File: config.mk
export PLATFORM = sky130hd
export DESIGN_NAME = uart_tx
export DESIGN_NICKNAME = d
export VERILOG_FILES = /design/src/rtl/uart_tx.sv
export SDC_FILE = /design/constraint.sdc
export NUM_CORES = 1
export LEC_CHECK = 0
export CORE_UTILIZATION = 55
export DETAILED_ROUTE_END_ITERATION = 7
export DONT_BUFFER_PORTS = 1
export GPL_ROUTABILITY_DRIVEN = 0
export HOLD_SLACK_MARGIN = 0.12
export PLACE_DENSITY = 0.72
export SLEW_MARGIN = 0
export SYNTH_ARGS = -nofsm -noshare
export SYNTH_HDL_FRONTEND = slang
export SYNTH_SLANG_ARGS = --single-unit
File: constraint.sdc
create_clock -name clk -period 5.4 [get_ports clk]
set_clock_uncertainty 0.1 [all_clocks]
set_input_delay 0.54 -clock clk [delete_from_list [all_inputs] [get_ports clk]]
set_output_delay 0.54 -clock clk [all_outputs]
set_load 0.02 [all_outputs]
File: src/rtl/uart_tx.sv
// UART transmitter fed from an upstream FIFO: pops one byte per frame and
// serialises start, 8 data bits LSB first, optional even parity and stop.
module uart_tx #(
  parameter int CLKS_PER_BIT = 16,
  parameter int PARITY_EN    = 0
) (
  input  logic       clk,
  input  logic       rst,
  input  logic [7:0] fifo_data,
  input  logic       fifo_emp,
  output logic       fifo_rd,
  output logic       tx,
  output logic       busy,
  output logic       tx_done
);

  localparam int BW = $clog2(CLKS_PER_BIT);
  localparam logic [BW-1:0] BAUD_LAST = BW'(CLKS_PER_BIT - 1);
  localparam logic [BW-1:0] BAUD_PRE  = BW'(CLKS_PER_BIT - 2);

  typedef enum logic [2:0] {
    IDLE, READ, CAPTURE, START, DATA, PARITY, STOP
  } state_t;

  state_t        state;
  logic [BW-1:0] baud;
  logic [2:0]    bitidx;
  logic [7:0]    shreg;

  // Outputs are assigned together with the transition into the state that
  // owns them, so each one is a plain register matching the current state.
  always_ff @(posedge clk or posedge rst) begin
    if (rst) begin
      state   <= IDLE;
      tx      <= 1'b1;
      fifo_rd <= 1'b0;
      busy    <= 1'b0;
      tx_done <= 1'b0;
      baud    <= '0;
      bitidx  <= '0;
      shreg   <= '0;
    end else begin
      fifo_rd <= 1'b0;
      tx_done <= 1'b0;
      case (state)
        IDLE: begin
          tx <= 1'b1;
          if (!fifo_emp) begin
            state   <= READ;
            fifo_rd <= 1'b1;
            busy    <= 1'b1;
          end
        end
        READ: state <= CAPTURE;
        CAPTURE: begin
          shreg <= fifo_data;
          baud  <= '0;
          tx    <= 1'b0;
          state <= START;
        end
        START: begin
          if (baud == BAUD_LAST) begin
            baud   <= '0;
            bitidx <= '0;
            tx     <= shreg[0];
            state  <= DATA;
          end else begin
            baud <= baud + 1'b1;
          end
        end
        DATA: begin
          if (baud == BAUD_LAST) begin
            baud <= '0;
            if (bitidx == 3'd7) begin
              bitidx <= '0;
              if (PARITY_EN != 0) begin
                tx    <= ^shreg;
                state <= PARITY;
              end else begin
                tx    <= 1'b1;
                state <= STOP;
              end
            end else begin
              bitidx <= bitidx + 3'd1;
              tx     <= shreg[bitidx + 3'd1];
            end
          end else begin
            baud <= baud + 1'b1;
          end
        end
        PARITY: begin
          if (baud == BAUD_LAST) begin
            baud  <= '0;
            tx    <= 1'b1;
            state <= STOP;
          end else begin
            baud <= baud + 1'b1;
          end
        end
        STOP: begin
          // Raised one cycle early so the registered pulse lands on the final stop cycle.
          if (baud == BAUD_PRE) tx_done <= 1'b1;
          if (baud == BAUD_LAST) begin
            baud  <= '0;
            busy  <= 1'b0;
            state <= IDLE;
          end else begin
            baud <= baud + 1'b1;
          end
        end
        default: begin
          state <= IDLE;
          tx    <= 1'b1;
          busy  <= 1'b0;
        end
      endcase
    end
  end

endmodule

==> key figures <==
Outcome
  – Status: completed

Power and ir drop
  – Leak: 0.0005678 uW
  – Pwr dens: 201.8 nW/um^2
  – Max VDD drop: 192.6 uV

Detailed routing
  – Final wirelength: 2.206 mm
  – DR vias: 919
  – 1st-iter DRT viols: 28
  – # DRC: 0
  – Antenna Nets Post-Route: 0
  – Drt pass-1 iters: 4
  – Drt wl/cell: 14.71 microns
  – Detailed-route vias per instance: 6.127

Synthesis
  – Post-synthesis sequential area ratio: 43.75%
  – Synth Flop Type: dfrtp_1
  – Post-synth EDFFs: 0
  – Cell area after synthesis: 1261 sq um
  – Cell count after synthesis: 128
  – Synth Warn #: 0
  – Syn_nets: 143
  – Synth cell types: 40
  – Ys async rst share: 100.0%
  – Syn avg cell area: 9.853 sq um
  – Flops & latches, synth: 22

Setup path
  – Worst Setup End Kind: flop
  – Buffers & Inverters on Critical Path: 0
  – Crit Path Max Fanout: 6
  – Worst path max stage delay: 0.55 ns
  – Critical Path, Cell by Cell: ha_1 > ha_1 > mux4_1 > nand2b_1 > nand4_1 > a21oi_1
  – Crit-path leading delay family: adder cells
  – CP arrival: 2.23 ns
  – Crit Path Category: flop to flop
  – Most frequent CP cell: ha_1
  – Worst Setup Start Kind: flop
  – Critical path data required time: 5.54 ns
  – Slowest CP cell: mux4_1

Cells and area
  – Final #Nets: 139
  – Ant diodes: 0
  – Layout area overhead: 0.7937%
  – Multi-input gate area: 640.6 sq um
  – Layout cells sized above 1: 14.63%
  – Fillers: 164
  – Reg area: 551.8 sq um
  – Most frequent cells in the layout: 21 x dfrtp_1, 12 x nand2_1, 11 x a21oi_1
  – Commonest non-fill, non-tap cell in the layout: dfrtp_1
  – Finished Layout Cells: 150

Clocking
  – Clk_lat worst skew: 0.30 ns
  – Num CTS Buffers: 3
  – CTS Sinks: 22
  – H-tree level count: 1
  – CTS tree: done
  – Clock transition at the registers of the reported paths: 0.12 ns
  – CTS root buf: clkbuf_4
  – Total setup buffers inserted after CTS: 0
  – Hold Buf Count CTS: 0
  – Clock Path Buffers: 2
  – Post-cts sizing count: 0

STA
  – Worst Tran Pin Value: 0.8126 ns
  – # setup viols final: 0
  – Fin crit share: 38.56%
  – RSZ-0062 raised after global routing: no
  – Setup TNS: 0 ns
  – Fin crit period: 2.082 ns
  – Max Transition Viols Final: 0
  – Final hold vios: 0
  – Fmax: 480.2 MHz
  – Slew HR: 45.77%

Global routing
  – Largest net degree at the start of global routing: 23
  – GR Util All Layers: 20.28%
  – Global-route wire length before repair: 3.884 mm
  – Aggregate global routing overflow: 0
  – Number of global-route vias before repair: 885
  – Initial antenna violation count: 0

Floorplan
  – Starting Density: 61.17%
  – IO Pins: 15
  – Site Rows: 16
  – Die Y: 49.89 microns
  – Core area: 2062 sq um
  – Die Wd: 49.89 microns
  – Die area: 2489 sq um

Place
  – Port bufs: 0
  – Post-DP HPWL: 1.545 mm
  – Inst Count DP: 146

Job
  – Max-cap violations: 0

Worst hold path
  – Min-Delay Path Class: primary input to asynchronous set/reset pin
==> kinds of logic after synthesis <==
kind of cell,count (synthesis),synth area share (%)
AO/OA/AOI/OAI,37,17.96
AND/OR/NAND/NOR,39,16.27
adder cells (fa/ha/maj),4,3.968
multiplexers,12,12.60
buffers and inverters,14,5.456
flip-flops,22,43.75
==> state kept, by name (all words and copies together) (netlist names) <==
signal,cells
busy,1
tx,1
baud,4
tx_done,1
shreg,8
state,3
bitidx,3
fifo_rd,1
==> worst paths after layout <==
kind | from | to | slack (ns) | cells after the start
hold / removal | rst | shreg[1] | 0.17 | 1
setup / recovery | bitidx[0] | tx | 3.32 | 6
setup reg to reg | bitidx[0] | tx | 3.32 | 6
max in group asynchronous | rst | state[1] | 4.54 | 1
min in group clk | fifo_emp | fifo_rd | 0.18 | 1
hold reg to reg | shreg[3] | shreg[3] | 0.42 | 1
==> layout make-up <==
| cell class | count | share of cell area (%) |
|---|---|---|
| Sequential cell | 22 | 43.41 |
| Multi-Input combinational cell | 92 | 50.39 |
| Inverter | 5 | 1.476 |
| Clock buffer | 4 | 2.067 |
| Tap cell | 27 | 2.657 |
==> Yosys cell counts (all sizes together), types with 2 or more instances <==
library cell	instances	area, sq um
buf	8	45.04
nor3	4	20.02
o21ai	10	50.05
nand2	13	51.30
ha	4	50.05
dfrtp	21	525.5
nor2b	2	12.51
nand3	5	42.54
a21oi	11	55.05
nand4	2	12.51
nor2	8	32.54
mux4	2	48.80
o211ai	2	15.01
o22ai	3	18.77
mux2	8	90.09
o21a	2	15.01
inv	5	18.77
mux2i	2	20.02
==> worst reg2reg max path: cells and delay by family (launching register included) <==
family | cells | cell delay, ns
AO/OA/AOI/OAI | 1 | 0.08
adder cells (fa/ha/maj) | 2 | 0.59
flip-flops | 1 | 0.47
multiplexers | 1 | 0.55
AND/OR/NAND/NOR | 2 | 0.23
==> stage by stage <==
stage	cell area (sq um)	hold WS, ns	utilization, %	power, uW	worst slack (ns)
after floorplan	1261	0.3720	-	180.6	3.458
after global placement	1245	0.3877	60.38	182.6	3.405
after detailed placement	1245	0.3929	60.38	182.8	3.319
after CTS	1271	0.1753	61.65	258.3	3.311
after global routing	1271	0.1672	61.65	266.8	3.231
final	1271	0.1656	61.65	256.5	3.318
==> layer usage <==
layer / vias to the layer above / GRT usage (%) / share of wire [%]
li1: 459 / - / -
met1: 440 / 26.59 / 51
met2: 18 / 32.66 / 44
met3: 2 / 5.864 / 4.4
met4: 0 / 5.238 / 0.73
met5: - / 0 / 0
==> power by group <==
group / switching, uW / leakage (uW) / internal, uW
logic: 4.56 / 0.000301 / 3.80
registers: 2.55 / 0.000252 / 168
clock network: 48.4 / 0.0000150 / 28.8
Power figures use the tool's default switching activity.
